==> src/rtl/idex_pipe_reg.sv <==
// ID/EX pipeline register: an OUT slot feeding Execute, backed by a one-entry skid slot, so
// in_ready depends only on registered state. Also has a pipeline flush and a saturating stall counter.
module idex_pipe_reg #(
    parameter int XLEN      = 32,
    parameter int REGADDR_W = 5,
    parameter int CTRL_W    = 16,
    parameter int CNT_W     = 16
) (
    input  logic                 clock,
    input  logic                 reset,
    input  logic                 flush,
    input  logic                 in_valid,
    output logic                 in_ready,
    input  logic [XLEN-1:0]      in_pc,
    input  logic [XLEN-1:0]      in_op_a,
    input  logic [XLEN-1:0]      in_op_b,
    input  logic [XLEN-1:0]      in_imm,
    input  logic [REGADDR_W-1:0] in_rd,
    input  logic [CTRL_W-1:0]    in_ctrl,
    output logic                 ex_valid,
    input  logic                 ex_ready,
    output logic [XLEN-1:0]      ex_pc,
    output logic [XLEN-1:0]      ex_op_a,
    output logic [XLEN-1:0]      ex_op_b,
    output logic [XLEN-1:0]      ex_imm,
    output logic [REGADDR_W-1:0] ex_rd,
    output logic [CTRL_W-1:0]    ex_ctrl,
    output logic [CNT_W-1:0]     stall_cnt
);

    localparam int PW = 4 * XLEN + REGADDR_W + CTRL_W;

    logic          r_outValid;
    logic          r_skidValid;
    logic [PW-1:0] r_outPay;
    logic [PW-1:0] r_skidPay;
    logic [CNT_W-1:0] r_stallCnt;

    logic          w_accept;
    logic          w_drain;
    logic [PW-1:0] w_inPay;

    assign in_ready = ~reset & ~r_skidValid;
    assign w_accept = in_valid & in_ready;
    assign w_drain  = r_outValid & ex_ready;
    assign w_inPay  = {in_pc, in_op_a, in_op_b, in_imm, in_rd, in_ctrl};

    assign ex_valid  = r_outValid;
    assign {ex_pc, ex_op_a, ex_op_b, ex_imm, ex_rd, ex_ctrl} = r_outPay;
    assign stall_cnt = r_stallCnt;

    // The skid slot only fills when OUT is stalled, so it never holds data while OUT is empty.
    always_ff @(posedge clock) begin
        if (reset) begin
            r_outValid  <= 1'b0;
            r_skidValid <= 1'b0;
            r_outPay    <= '0;
            r_skidPay   <= '0;
        end else if (flush) begin
            r_outValid  <= 1'b0;
            r_skidValid <= 1'b0;
        end else if (!r_outValid || w_drain) begin
            if (r_skidValid) begin
                r_outPay    <= r_skidPay;
                r_outValid  <= 1'b1;
                r_skidValid <= 1'b0;
            end else if (w_accept) begin
                r_outPay    <= w_inPay;
                r_outValid  <= 1'b1;
            end else begin
                r_outValid  <= 1'b0;
            end
        end else if (w_accept) begin
            r_skidPay   <= w_inPay;
            r_skidValid <= 1'b1;
        end
    end

    // Counts every stalled cycle, flush cycles included, and sticks at all-ones.
    always_ff @(posedge clock) begin
        if (reset) begin
            r_stallCnt <= '0;
        end else if (r_outValid && !ex_ready && (r_stallCnt != '1)) begin
            r_stallCnt <= r_stallCnt + CNT_W'(1);
        end
    end

endmodule

==> config.mk <==
export PLATFORM = sky130hd
export DESIGN_NAME = idex_pipe_reg
export DESIGN_NICKNAME = d
export VERILOG_FILES = /design/src/rtl/idex_pipe_reg.sv
export SDC_FILE = /design/constraint.sdc
export NUM_CORES = 1
export LEC_CHECK = 0
export CORE_MARGIN = 5
export CORE_UTILIZATION = 53
export CTS_BUF_LIST = sky130_fd_sc_hd__clkbuf_16
export DETAILED_ROUTE_END_ITERATION = 6
export PLACE_DENSITY = 0.9
export SKIP_LAST_GASP = 1
export SYNTH_ARGS = -nofsm -noshare
export SYNTH_HDL_FRONTEND = slang
export SYNTH_SLANG_ARGS = --single-unit
==> constraint.sdc <==
create_clock -name clock -period 5.3 [get_ports clock]
set_input_delay 0.53 -clock clock [delete_from_list [all_inputs] [get_ports clock]]
set_output_delay 0.53 -clock clock [all_outputs]
set_load 0.005 [all_outputs]
After elaboration in Yosys (flattened, before gate mapping)
Cells that the tools add are included.

Add/subtract/negate cells: 1. Equal/unequal tests: 1. Mux-type cells: 4. Bitwise gates (word level): 7. Reductions and logical operators: 10.

Operators by type and width (count): 2-to-1 mux 149 bit (2); adder 16 x 1 -> 16 bit (second input constant) (1); inequality test 16 bit (second input constant) (1); AND reduction 3 bit (2); inverter 1 bit (4); bitwise AND 1 bit (3); OR reduction 3 bit (1); logical AND 1 bit (2); logical NOT 1 bit (2); 2-to-1 mux 1 bit (2); nonzero test 2 bit (1); OR reduction 2 bit (1); logical OR 1 bit (1).

Bits in registers: 316. Input port bits: 154. Output and inout port bits: 167. Word-level logic and storage cells: 28.

Longest topological paths before layout
Gate-level depths: netlist of run 1.

Depth after elaboration: 5. Gate-level depth with buffers: 8. Mapped depth without buffers: 5.

Least setup slack after synthesis of run 1
OpenSTA, ideal clock, no wires.

Path kind: input to output. From: input reset. To: output in_ready. Arrival time: 1415 ps. Required time: 4770 ps. Path slack: 3355 ps. Stages on the path: 4. Buffers on the path: 3. Path through: clkbuf_1 clkbuf_1 clkbuf_1 nor2_1.

Word-level cells in the longest chain between the ends: 2.

Ends and longest elaborated chain: from (decl) (line 10) `input logic reset,`; inverter 1 bit (line 43) `assign in_ready = ~reset & ~r_skidValid;`; bitwise AND 1 bit (line 43); to (decl) (line 13) `output logic in_ready,`.

No other way between the ends.

Worst setup path in the final report of run 1
From: register r_skidValid. To: register r_outPay[82].

Word-level cells in the longest chain between the ends: 5. Elaborated cells between the ends (all ways): 6. Classes of those cells: mux (1); bitwise (3); reduce/logical (2).

Ends and longest elaborated chain: from (decl) (line 34) `logic r_skidValid;`; from (signal assigned) (line 56) `r_skidValid <= 1'b0;`; from (signal assigned) (line 61) `r_skidValid <= 1'b0;`; from (signal assigned) (line 66) `r_skidValid <= 1'b0;`; inverter 1 bit (line 43); bitwise AND 1 bit (line 43); bitwise AND 1 bit (line 44) `assign w_accept = in_valid & in_ready;`; nonzero test 2 bit (no source line); AND reduction 3 bit (no source line); to (signal assigned) (line 64) `r_outPay <= r_skidPay;`; to (signal assigned) (line 68) `r_outPay <= w_inPay;`; to (decl) (line 35) `logic [PW-1:0] r_outPay;`.

Several ways; a longest one is shown, not always the timed one. A chain may end at the register's enable or synchronous reset.

==> impl_metrics.sql, run 1 <==
INSERT INTO impl_metrics (metric_group, metric, value, unit) VALUES
('clock_tree', 'deepest_clock_path_buffer_count', '3', ''),
('route', 'drc_errors_left', '0', ''),
('route', 'postRouteAntennaNets', '0', ''),
('global_routing', 'maximum_number_of_pins_on_one_net_before_global_route_repair', '162', ''),
('synth', 'netlist-cell-type-count', '31', ''),
('global_routing', 'grt-ovfl-total', '0', ''),
('pwr', 'power.density_cell_area', '311.1', 'nW/um2'),
('pwr', 'vdd.ir_drop.worst', '250.5', 'uV'),
('clock_tree', 'clock-root-buffer', 'sky130_fd_sc_hd__clkbuf_16', ''),
('timing', 'max-slew-margin-rel', '23.86', '%'),
('timing', 'worst_pin_slew', '1.142', 'ns'),
('critical_path', 'maximum_fanout_count_along_the_critical_path', '161', ''),
('route', 'wirelength', '34.21', 'mm'),
('timing', 'final.hold.worst_slack', '0.4517', 'ns'),
('critical_path', 'r2r-end', 'r_outPay[82]', ''),
('global_routing', 'grt_first_pass_wirelength', '54.37', 'mm'),
('pwr', 'power.leakage', '0.005330', 'uW'),
('synth', 'synthesis.nets', '1573', ''),
('clock_tree', 'number_of_buffers_added_by_the_clock_tree_synthesis_step', '34', ''),
('timing', 'timing.final.crit_share', '53.56', '%'),
('synth', 'netlist_area', '12410', 'um2'),
('final_layout', 'area_growth', '34.74', '%'),
('outcome', 'status', 'finished, final reports clean', ''),
('synth', 'synth_warnings', '0', ''),
('route', 'drt_first_pass_iters', '5', ''),
('clock_tree', 'cts_max_level', '2', ''),
('critical_path', 'worstPathArrival', '3.22', 'ns'),
('final_layout', 'seqCellArea', '6330', 'um2'),
('floorplanning', 'floorplan.die_area', '26580', 'um2'),
('place', 'dp_hpwl', '21.57', 'mm'),
('final_layout', 'multiInputGateArea', '5600', 'um2'),
('timing', 'clock.fmax', '0.3523', 'GHz'),
('floorplanning', 'design.core.area', '23260', 'um2'),
('final_layout', 'fin_cells', '2008', ''),
('clock_tree', 'tritoncts_sinks', '316', ''),
('synth', 'synth.yosys.seq_area_share', '50.96', '%'),
('clock_tree', 'cts_repair_resize_count', '0', ''),
('timing', 'fin_crit', '2.839', 'ns'),
('place', 'place.port_buffers', '320', ''),
('route', 'drt_iter0_drc', '969', ''),
('clock_tree', 'clk_pin_slew', '0.06', 'ns'),
('critical_path', 'timing.critical_path.required', '5.68', 'ns'),
('floorplanning', 'rows', '56', ''),
('hold_path', 'min_path_cells', '2', ''),
('hold_path', 'hold_removal_path_class', 'reg2reg', ''),
('synth', 'ys_seq_elements', '316', ''),
('final_layout', 'filler_cell_count', '1677', ''),
('critical_path', 'flop_to_flop_setup_slack', '2.46', 'ns'),
('synth', 'post_synth_inst_count', '1418', ''),
('timing', 'finalSetupTns', '0', 'ns'),
('global_routing', 'grt_pass1_vias', '10890', ''),
('floorplanning', 'fp.dieW', '163.0', 'um'),
('timing', 'timing_max_transition_violations_final', '0', ''),
('floorplanning', 'floorplan.initialDensity', '53.36', '%'),
('clock_tree', 'clock_tree_from_tritoncts', 'done', ''),
('route', 'dr_total_vias', '11100', ''),
('clock_tree', 'worst_skew_pair.late_latency', '0.50', 'ns'),
('hold_path', 'whs_endpoint', 'r_skidPay[121]', ''),
('timing', 'rsz0062_at_grt', 'false', ''),
('critical_path', 'timing.critical_path.from_type', 'flip-flop', ''),
('critical_path', 'r2r_cells', '5', ''),
('route', 'detail_route.vias_per_cell', '5.530', ''),
('global_routing', 'number_of_antenna_violations_at_the_first_check_in_global_routing', '1', ''),
('timing', 'report.final.hold_viol_count', '0', ''),
('place', 'globalplace.congestion', '0.8115', ''),
('final_layout', 'final_net_count', '1818', ''),
('hold_path', 'hold_start', 'r_skidPay[121]', ''),
('global_routing', 'gr-usage-all-layers', '24.61', '%'),
('clock_tree', 'post_cts_hold_buffer_count', '0', ''),
('synth', 'syn_avg_cell_area', '8.754', 'um2'),
('final_layout', 'final_layout_size_suffix_gt1_share', '4.028', '%'),
('timing', 'finalSetupViolations', '0', ''),
('floorplanning', 'floorplan.die.height', '163.0', 'um'),
('flow_run', 'maxCapViolCount', '0', ''),
('floorplanning', 'ios', '321', ''),
('critical_path', 'critical_path.endpoint_type', 'flip-flop', ''),
('critical_path', 'critical_path.reg2reg.startpoint', 'r_skidValid', ''),
('critical_path', 'critical_path_class', 'reg2reg', ''),
('clock_tree', 'cts_setup_buffers', '0', ''),
('route', 'route.detailed.wl_per_inst', '17.03', 'um'),
('place', 'post-place-cells', '1946', ''),
('timing', 'timing.clock.skew', '0.008724', 'ns');
how the worst max path moves through the flow:
| stage | end | from | slack (ns) |
|---|---|---|---|
| detailed placement | r_outPay[86] | r_skidValid | 2.56 |
| global route | r_outPay[82] | r_skidValid | 2.23 |
| finish | r_outPay[82] | r_skidValid | 2.46 |
| floorplan | in_ready | reset | 3.36 |
| CTS | r_outPay[82] | r_skidValid | 2.48 |
| global placement | r_outPay[80] | r_skidValid | 2.67 |
sequential cells by signal (all words and copies together) (netlist names):
name / cells
r_skidValid: 1
ex_valid: 1
stall_cnt: 16
r_skidPay: 149
r_outPay: 149
synthesized netlist by cell type:
cell type                  instances  area [um2]
sky130_fd_sc_hd__ha_1              1       12.51
sky130_fd_sc_hd__nor4_1            3       18.77
sky130_fd_sc_hd__nor2_1          158       593.1
sky130_fd_sc_hd__a21boi_0          1       7.510
sky130_fd_sc_hd__a31oi_1           1       6.260
sky130_fd_sc_hd__nand3_1           4       20.02
sky130_fd_sc_hd__nand4_1           6       37.54
sky130_fd_sc_hd__a211oi_1        151        1134
sky130_fd_sc_hd__or2_2             2       12.51
sky130_fd_sc_hd__o21ai_0           3       15.01
sky130_fd_sc_hd__nand2_1         306        1149
sky130_fd_sc_hd__and4_1            2       17.52
sky130_fd_sc_hd__o31ai_1           8       60.06
sky130_fd_sc_hd__or4_4             1       11.26
sky130_fd_sc_hd__mux2_2            3       33.78
sky130_fd_sc_hd__and2b_1           1       7.510
sky130_fd_sc_hd__dfxtp_1         316        6326
sky130_fd_sc_hd__inv_1             3       11.26
sky130_fd_sc_hd__or4_1             5       37.54
sky130_fd_sc_hd__clkbuf_1         73       274.0
sky130_fd_sc_hd__nand2b_1          2       12.51
sky130_fd_sc_hd__or3_1             3       18.77
sky130_fd_sc_hd__a21oi_1         160       800.8
sky130_fd_sc_hd__nand3b_4          1       20.02
sky130_fd_sc_hd__or3_2             1       7.510
sky130_fd_sc_hd__nor4b_1           1       8.760
sky130_fd_sc_hd__mux2i_1         151        1511
sky130_fd_sc_hd__buf_2            37       185.2
sky130_fd_sc_hd__nor2b_1           3       18.77
sky130_fd_sc_hd__o211ai_1          1       7.510
sky130_fd_sc_hd__buf_1            10       37.54
final cells by class:
class	instances	area share (%)
multi-input combinational	979	33.48
inverter	3	0.06733
timing repair buffer	329	19.88
clock buffer	37	5.536
clock inverter	24	0.7855
sequential	316	37.84
antenna	1	0.01496
tap	319	2.386
cells by family (layout without fill, tap and decap cells):
| group | after synthesis | after routing | share of synthesized area, % |
|---|---|---|---|
| flip-flops | 316 | 316 | 50.96 |
| AND/OR/NAND/NOR | 499 | 499 | 16.04 |
| other | 0 | 1 | 0 |
| adder cells (fa/ha/maj) | 1 | 1 | 0.1008 |
| buffers and inverters | 123 | 393 | 4.092 |
| AO/OA/AOI/OAI | 325 | 325 | 16.36 |
| multiplexers | 154 | 154 | 12.45 |
placed cells by master (no fill, tap or decap), types with 4 or more instances in the layout:
master / instances
sky130_fd_sc_hd__nand2_1: 306
sky130_fd_sc_hd__a211oi_1: 150
sky130_fd_sc_hd__buf_12: 4
sky130_fd_sc_hd__o31ai_1: 8
sky130_fd_sc_hd__clkinv_2: 6
sky130_fd_sc_hd__dfxtp_1: 315
sky130_fd_sc_hd__inv_1: 11
sky130_fd_sc_hd__a21oi_1: 160
sky130_fd_sc_hd__clkbuf_16: 37
sky130_fd_sc_hd__clkdlybuf4s50_1: 319
sky130_fd_sc_hd__buf_4: 5
sky130_fd_sc_hd__nand4_1: 6
sky130_fd_sc_hd__clkinv_1: 7
sky130_fd_sc_hd__nor2_1: 158
sky130_fd_sc_hd__nand3_1: 4
sky130_fd_sc_hd__or4_1: 5
sky130_fd_sc_hd__mux2i_1: 151
where the power goes:
group | internal (uW) | switching (uW) | total (uW)
combinational | 277 | 208 | 485
sequential | 2440 | 42.3 | 2490
clock | 1300 | 929 | 2230
stage by stage:
step           util [%]  worst slack (ns)  cell area, um2  total power, uW
2_1_floorplan         -             3.355           12410             2716
3_3_place_gp      67.35             2.673           15670             3003
3_5_place_dp      67.35             2.563           15670             3019
4_1_cts           71.89             2.481           16720             5245
5_1_grt           71.90             2.233           16730             5401
6_report          71.90             2.461           16730             5203
layer usage:
| layer | global-route usage, % | vias to the layer above | share of wire [%] |
|---|---|---|---|
| li1 | - | 5389 | - |
| met1 | 30.31 | 5235 | 40 |
| met2 | 41.17 | 380 | 49 |
| met3 | 5.223 | 100 | 6.3 |
| met4 | 11.86 | 0 | 4.6 |
| met5 | 0 | - | 0 |
worst max-delay path: stages (launching register included):
cell and delay [ns]:
sky130_fd_sc_hd__dfxtp_4 1.02, sky130_fd_sc_hd__inv_1 0.25, sky130_fd_sc_hd__a211oi_4 0.39, sky130_fd_sc_hd__buf_12 0.51
sky130_fd_sc_hd__nor2_1 0.14, sky130_fd_sc_hd__a211oi_1 0.31
No activity file was read; power rests on OpenSTA's default activity.
==> inputs of run 2 (changes only) <==
CORE_UTILIZATION = 49   (was 53)
PLACE_DENSITY = 0.84   (was 0.9)
clock period = 2.7 ns   (was 5.3 ns; I/O delays follow)
==> run 2 against run 1 <==
Effect of this change:
- wire length fell by 1.7%
- register-to-register slack worse by 1.9 ns
- clock power up 100%
- clock skew grew 0.0050 ns
==> impl_metrics.sql, run 2 (synthesized netlist as in run 1, its figures left out) <==
INSERT INTO impl_metrics (metric_group, metric, value, unit) VALUES
('outcome', 'status', 'finished, final reports clean', ''),
('timing', 'report.final.hold_viol_count', '0', ''),
('pwr', 'power.leakage', '0.005406', 'uW'),
('final_layout', 'most_frequent_cells_in_the_layout', '319 x sky130_fd_sc_hd__clkdlybuf4s50_1, 315 x sky130_fd_sc_hd__dfxtp_1, 306 x sky130_fd_sc_hd__nand2_1', ''),
('place', 'place.port_buffers', '320', ''),
('clock_tree', 'tritoncts_sinks', '316', ''),
('clock_tree', 'deepest_clock_path_buffer_count', '3', ''),
('clock_tree', 'cts_repair_resize_count', '0', ''),
('route', 'drt_first_pass_iters', '5', ''),
('critical_path', 'critical_path_class', 'reg2out', ''),
('global_routing', 'grt_pass1_vias', '10440', ''),
('global_routing', 'maximum_number_of_pins_on_one_net_before_global_route_repair', '212', ''),
('route', 'detail_route.vias_per_cell', '5.398', ''),
('route', 'postRouteAntennaNets', '0', ''),
('place', 'dp_hpwl', '22.08', 'mm'),
('hold_path', 'hold_removal_path_class', 'in2reg', ''),
('timing', 'timing.final.crit_share', '80.67', '%'),
('critical_path', 'slowest_stage', 'sky130_fd_sc_hd__clkdlybuf4s50_1', ''),
('clock_tree', 'cts_max_level', '1', ''),
('floorplanning', 'fp.dieW', '169.2', 'um'),
('global_routing', 'grt-ovfl-total', '0', ''),
('pwr', 'swShare', '21.87', '%'),
('critical_path', 'worstPathCellList', 'buf_4 > nor2_1 > clkdlybuf4s50_1', ''),
('final_layout', 'layout.cell_area.non_filler', '16930', 'um2'),
('clock_tree', 'clock-root-buffer', 'sky130_fd_sc_hd__clkbuf_16', ''),
('floorplanning', 'floorplan.die_area', '28620', 'um2'),
('flow_run', 'maxCapViolCount', '0', ''),
('critical_path', 'worstPathArrival', '1.91', 'ns'),
('global_routing', 'number_of_antenna_violations_at_the_first_check_in_global_routing', '2', ''),
('clock_tree', 'clk_pin_slew', '0.06', 'ns'),
('timing', 'clock.fmax', '0.4591', 'GHz'),
('critical_path', 'crit_family', 'buffers and inverters', ''),
('floorplanning', 'design.core.area', '25040', 'um2'),
('critical_path', 'maximum_fanout_count_along_the_critical_path', '24', ''),
('pwr', 'design_power_total', '10370', 'uW'),
('route', 'drc_errors_left', '0', ''),
('global_routing', 'grt_first_pass_wirelength', '53.03', 'mm'),
('route', 'route.detailed.wl_per_inst', '16.62', 'um'),
('critical_path', 'timing.critical_path.required', '2.43', 'ns'),
('pwr', 'netSwitchingPower', '2267', 'uW'),
('clock_tree', 'clock_tree_from_tritoncts', 'done', ''),
('final_layout', 'final_net_count', '1825', ''),
('clock_tree', 'post_cts_hold_buffer_count', '0', ''),
('critical_path', 'worst-path-buf-inv', '2', ''),
('timing', 'max-slew-margin-rel', '24.30', '%'),
('critical_path', 'critical_path.endpoint_type', 'output pin', ''),
('pwr', 'vdd.ir_drop.worst', '446.9', 'uV'),
('critical_path', 'timing.critical_path.from_type', 'flip-flop', ''),
('pwr', 'comb_power_share', '9.3', '%'),
('route', 'wirelength', '33.64', 'mm'),
('route', 'drt_iter0_drc', '793', ''),
('pwr', 'cellInternalPower', '8099', 'uW'),
('final_layout', 'leading_cell_type_in_the_layout_fill_and_taps_excluded', 'sky130_fd_sc_hd__clkdlybuf4s50_1', ''),
('floorplanning', 'ios', '321', ''),
('floorplanning', 'rows', '58', ''),
('clock_tree', 'cts_setup_buffers', '0', ''),
('final_layout', 'final_layout_size_suffix_gt1_share', '4.728', '%'),
('clock_tree', 'worst_skew_pair.late_latency', '0.55', 'ns'),
('floorplanning', 'floorplan.die.height', '169.2', 'um'),
('global_routing', 'gr-usage-all-layers', '22.06', '%'),
('pwr', 'power_frac_clock', '43.7', '%'),
('clock_tree', 'number_of_buffers_added_by_the_clock_tree_synthesis_step', '31', ''),
('timing', 'rsz0062_at_grt', 'false', ''),
('pwr', 'power.share.sequential', '47.1', '%'),
('timing', 'finalSetupTns', '0', 'ns'),
('place', 'place_area', '15860', 'um2'),
('critical_path', 'cp_slowest_stage_delay', '0.46', 'ns'),
('final_layout', 'area_growth', '36.41', '%'),
('floorplanning', 'floorplan.initialDensity', '49.58', '%'),
('timing', 'finalSetupViolations', '0', ''),
('place', 'globalplace.congestion', '0.7892', ''),
('pwr', 'power.density_cell_area', '612.2', 'nW/um2'),
('timing', 'worst_pin_slew', '1.135', 'ns'),
('timing', 'fin_crit', '2.178', 'ns'),
('route', 'dr_total_vias', '10930', ''),
('timing', 'timing_max_transition_violations_final', '0', ''),
('timing', 'timing.clock.skew', '0.01368', 'ns');
## run 2: cell count changes in the layout (fill, tap and decap cells not counted), sizes merged
| cell | before | now |
|---|---|---|
| clkinv | 13 | 12 |
| buf | 10 | 20 |
| clkinvlp | 2 | 1 |
| clkbuf | 37 | 31 |
| inv | 11 | 7 |
| bufinv | 1 | 7 |
| diode | 1 | 2 |
## run 2: power groups by stage
stage | logic (uW) | clock network [uW] | registers [uW]
floorplan | 356 | 0 | 4970
global placement | 938 | 0 | 4980
detailed placement | 961 | 0 | 4980
CTS | 969 | 4620 | 4880
global route | 1040 | 4810 | 4890
finish | 962 | 4530 | 4880
## run 2: per-stage QoR
step           hold slack (ns)  util (%)  cells  worst slack [ns]
2_1_floorplan           0.3485         -   1418            0.8664
3_3_place_gp            0.4407     63.33   1967            0.3935
3_5_place_dp            0.4463     63.33   1967            0.2771
4_1_cts                0.03093     67.61   2022            0.4883
5_1_grt                0.05130     67.63   2024            0.4432
6_report               0.05619     67.63   2024            0.5220
## run 2: tightest hold or removal path, stage by stage
cell	delay (ns)
sky130_fd_sc_hd__buf_8	0.10
sky130_fd_sc_hd__nor2_1	0.06
sky130_fd_sc_hd__a21boi_0	0.12
## run 2: final timing paths
kind                               startpoint            end  slack [ns]  cells past startpoint
worst max register to register   stall_cnt[0]  stall_cnt[14]        0.59                      6
worst min register to register  r_skidPay[68]  r_skidPay[68]        0.45                      2
worst max-delay path              r_skidValid       in_ready        0.52                      3
worst min-delay path                    reset       ex_valid        0.06                      3
## run 2: layer usage
metal  GRT usage, %  wire, um  part of all wire (%)
met1          26.99     13490                    40
met4          8.715      1377                   4.1
met2          37.87     16430                    49
met3          4.985      2344                   7.0
met5              0         0                     0
## run 2: cell type report
class | instances | area, um2
sequential | 316 | 6330
antenna | 2 | 5.005
multi-input combinational | 979 | 5600
clock buffer | 31 | 775.7
tap | 330 | 412.9
clock inverter | 24 | 296.5
fill | 1946 | 8104
inverter | 3 | 11.26
timing repair buffer | 339 | 3501
==> inputs of run 3 (changes only) <==
CORE_UTILIZATION = 44   (was 49)
PLACE_DENSITY = 0.8   (was 0.84)
clock period = 1.8 ns   (was 2.7 ns; I/O delays follow)
==> run 3 against run 2 <==
Effect of this change:
- die area up 11%
- global-route usage down 0.50 points
- register-to-register slack worse by 0.55 ns
- power up 57%
- worst hold slack worse by 0.042 ns
- combinational power up 58%
- critical path type is now reg2reg
- largest power group is now clock
==> impl_metrics.sql, run 3 (synthesized netlist as in run 1, its figures left out) <==
INSERT INTO impl_metrics (metric_group, metric, value, unit) VALUES
('final_layout', 'final_net_count', '1897', ''),
('route', 'detail_route.vias_per_cell', '5.226', ''),
('critical_path', 'timing.critical_path.required', '2.19', 'ns'),
('timing', 'worst_pin_slew', '0.9282', 'ns'),
('route', 'postRouteAntennaNets', '0', ''),
('final_layout', 'area_growth', '44.20', '%'),
('outcome', 'status', 'finished, final reports clean', ''),
('global_routing', 'grt_pass1_vias', '11000', ''),
('route', 'wirelength', '36.13', 'mm'),
('final_layout', 'final_layout_size_suffix_gt1_share', '8.710', '%'),
('critical_path', 'cp_slowest_stage_delay', '0.34', 'ns'),
('timing', 'timing.clock.skew', '0.01583', 'ns'),
('place', 'dp_hpwl', '24.47', 'mm'),
('hold_path', 'hold_removal_path_class', 'in2reg', ''),
('critical_path', 'critical_path_class', 'reg2reg', ''),
('clock_tree', 'cts_max_level', '2', ''),
('floorplanning', 'rows', '61', ''),
('pwr', 'netSwitchingPower', '3568', 'uW'),
('pwr', 'power.density_cell_area', '906.7', 'nW/um2'),
('floorplanning', 'design.core.area', '27860', 'um2'),
('global_routing', 'grt_first_pass_wirelength', '55.88', 'mm'),
('global_routing', 'grt-ovfl-total', '0', ''),
('critical_path', 'critical_path.endpoint_type', 'flip-flop', ''),
('route', 'drt_iter0_drc', '657', ''),
('pwr', 'power.share.sequential', '45.1', '%'),
('final_layout', 'leading_cell_type_in_the_layout_fill_and_taps_excluded', 'sky130_fd_sc_hd__clkdlybuf4s50_1', ''),
('floorplanning', 'floorplan.die.height', '178.0', 'um'),
('critical_path', 'maximum_fanout_count_along_the_critical_path', '15', ''),
('critical_path', 'r2r_cells', '7', ''),
('clock_tree', 'number_of_buffers_added_by_the_clock_tree_synthesis_step', '35', ''),
('route', 'dr_total_vias', '11220', ''),
('floorplanning', 'ios', '321', ''),
('place', 'place.port_buffers', '320', ''),
('pwr', 'power.leakage', '0.005936', 'uW'),
('final_layout', 'most_frequent_cells_in_the_layout', '317 x sky130_fd_sc_hd__clkdlybuf4s50_1, 313 x sky130_fd_sc_hd__dfxtp_1, 306 x sky130_fd_sc_hd__nand2_1', ''),
('pwr', 'cellInternalPower', '12660', 'uW'),
('timing', 'max-slew-margin-rel', '38.12', '%'),
('pwr', 'comb_power_share', '9.4', '%'),
('final_layout', 'fin_cells', '2147', ''),
('clock_tree', 'clock_tree_from_tritoncts', 'done', ''),
('pwr', 'vdd.ir_drop.worst', '612.2', 'uV'),
('critical_path', 'worstPathCellList', 'and2b_1 > a211oi_4 > buf_12 > buf_4 > buf_4 > nor2_1 > a211oi_1', ''),
('route', 'drc_errors_left', '0', ''),
('critical_path', 'critical-path-top-cell-by-count', 'sky130_fd_sc_hd__buf_4', ''),
('clock_tree', 'post_cts_hold_buffer_count', '0', ''),
('flow_run', 'maxCapViolCount', '0', ''),
('critical_path', 'worstPathArrival', '2.15', 'ns'),
('pwr', 'swShare', '21.98', '%'),
('route', 'route.detailed.wl_per_inst', '16.83', 'um'),
('global_routing', 'number_of_antenna_violations_at_the_first_check_in_global_routing', '1', ''),
('timing', 'timing_max_transition_violations_final', '0', ''),
('place', 'post-place-cells', '2074', ''),
('clock_tree', 'clock-root-buffer', 'sky130_fd_sc_hd__clkbuf_16', ''),
('floorplanning', 'floorplan.die_area', '31670', 'um2'),
('timing', 'fin_crit', '1.764', 'ns'),
('floorplanning', 'fp.dieW', '178.0', 'um'),
('clock_tree', 'worst_skew_pair.late_latency', '0.50', 'ns'),
('timing', 'rsz0062_at_grt', 'true', ''),
('global_routing', 'maximum_number_of_pins_on_one_net_before_global_route_repair', '141', ''),
('timing', 'finalSetupViolations', '0', ''),
('timing', 'final.hold.worst_slack', '0.01429', 'ns'),
('floorplanning', 'floorplan.initialDensity', '44.56', '%'),
('timing', 'timing.final.crit_share', '98.02', '%'),
('final_layout', 'layout.cell_area.non_filler', '17900', 'um2'),
('critical_path', 'timing.critical_path.from_type', 'flip-flop', ''),
('place', 'globalplace.congestion', '0.8269', ''),
('final_layout', 'fin_util', '64.25', '%'),
('clock_tree', 'tritoncts_sinks', '316', ''),
('pwr', 'power_frac_clock', '45.5', '%'),
('clock_tree', 'clk_pin_slew', '0.06', 'ns'),
('route', 'drt_first_pass_iters', '7', ''),
('global_routing', 'gr-usage-all-layers', '21.56', '%'),
('place', 'place_area', '16540', 'um2'),
('critical_path', 'slowest_stage', 'sky130_fd_sc_hd__dfxtp_2', ''),
('clock_tree', 'deepest_clock_path_buffer_count', '3', ''),
('timing', 'report.final.hold_viol_count', '0', ''),
('hold_path', 'min_path_cells', '3', ''),
('timing', 'clock.fmax', '0.5668', 'GHz');
[run 3: cell count changes in the layout (fill, tap and decap cells not counted), moves of 2 or more]
| cell | change |
|---|---|
| sky130_fd_sc_hd__buf_16 | +2 |
| sky130_fd_sc_hd__clkdlybuf4s50_1 | -2 |
| sky130_fd_sc_hd__buf_4 | +50 |
| sky130_fd_sc_hd__clkinv_2 | -3 |
| sky130_fd_sc_hd__dfxtp_1 | -2 |
| sky130_fd_sc_hd__buf_12 | +12 |
| sky130_fd_sc_hd__inv_1 | +2 |
| sky130_fd_sc_hd__clkinv_1 | +5 |
| sky130_fd_sc_hd__dlymetal6s2s_1 | +2 |
| sky130_fd_sc_hd__clkbuf_16 | +7 |
| sky130_fd_sc_hd__dfxtp_2 | +2 |
| sky130_fd_sc_hd__buf_6 | +2 |
| sky130_fd_sc_hd__clkinv_4 | -2 |
[run 3: worst max-delay path, delay by kind of cell, from the launching register on]
family / cells / cell delay [ns]
AOI/OAI and AO/OA: 2 / 0.55
buffers and inverters: 3 / 0.50
DFF: 1 / 0.34
and+or+nand+nor: 2 / 0.24
[run 3: metrics by stage]
step | setup TNS, ns | setup slack (ns) | power, uW
floorplan | -0.0005621 | -0.0005621 | 7996
global placement | -31.23 | -0.2131 | 8936
detailed placement | -42.91 | -0.2971 | 8971
CTS | -0.03807 | -0.03265 | 16380
global route | -0.1357 | -0.05968 | 16850
finish | 0 | 0.03564 | 16230
[run 3: timing repair]
| item | in CTS | in global routing |
|---|---|---|
| pin swaps | 0 | 3 |
| endpoints found under the setup margin | 4 | 47 |
| gates resized for setup | 2 | 10 |
| setup buffers | 2 | 5 |
| cloned | 1 | 1 |
[run 3: power groups by stage]
| stage | clock network, uW | registers [uW] | logic (uW) |
|---|---|---|---|
| after CTS | 7540 | 7320 | 1520 |
| after detailed placement | 0 | 7470 | 1500 |
| after global routing | 7870 | 7340 | 1640 |
| final | 7390 | 7320 | 1520 |
| after global placement | 0 | 7470 | 1470 |
| after floorplan | 0 | 7460 | 534 |
[run 3: path summary, 6_finish.rpt]
path                        from             end  slack (ns)
hold / removal             reset        ex_valid        0.01
setup / recovery        ex_valid   r_outPay[127]        0.04
hold reg to reg   r_skidPay[137]  r_skidPay[137]        0.45
setup reg to reg        ex_valid   r_outPay[127]        0.04
[run 3: final cells by class]
| cell class | count | area [um2] |
|---|---|---|
| Antenna cell | 1 | 2.502 |
| Clock buffer | 37 | 925.9 |
| Clock inverter | 26 | 272.8 |
| Fill cell | 2182 | 9958 |
| Inverter | 3 | 11.26 |
| Multi-Input combinational cell | 979 | 5625 |
| Sequential cell | 316 | 6332 |
| Tap cell | 378 | 473.0 |
| Timing Repair Buffer | 407 | 4257 |
[run 3: per-layer routing]
layer	vias up	global-route usage, %	part of all wire, %
li1	5545	-	-
met2	323	37.41	49
met1	5277	26.35	41
met4	0	7.702	3.3
met3	76	4.644	6.2
met5	-	0	0
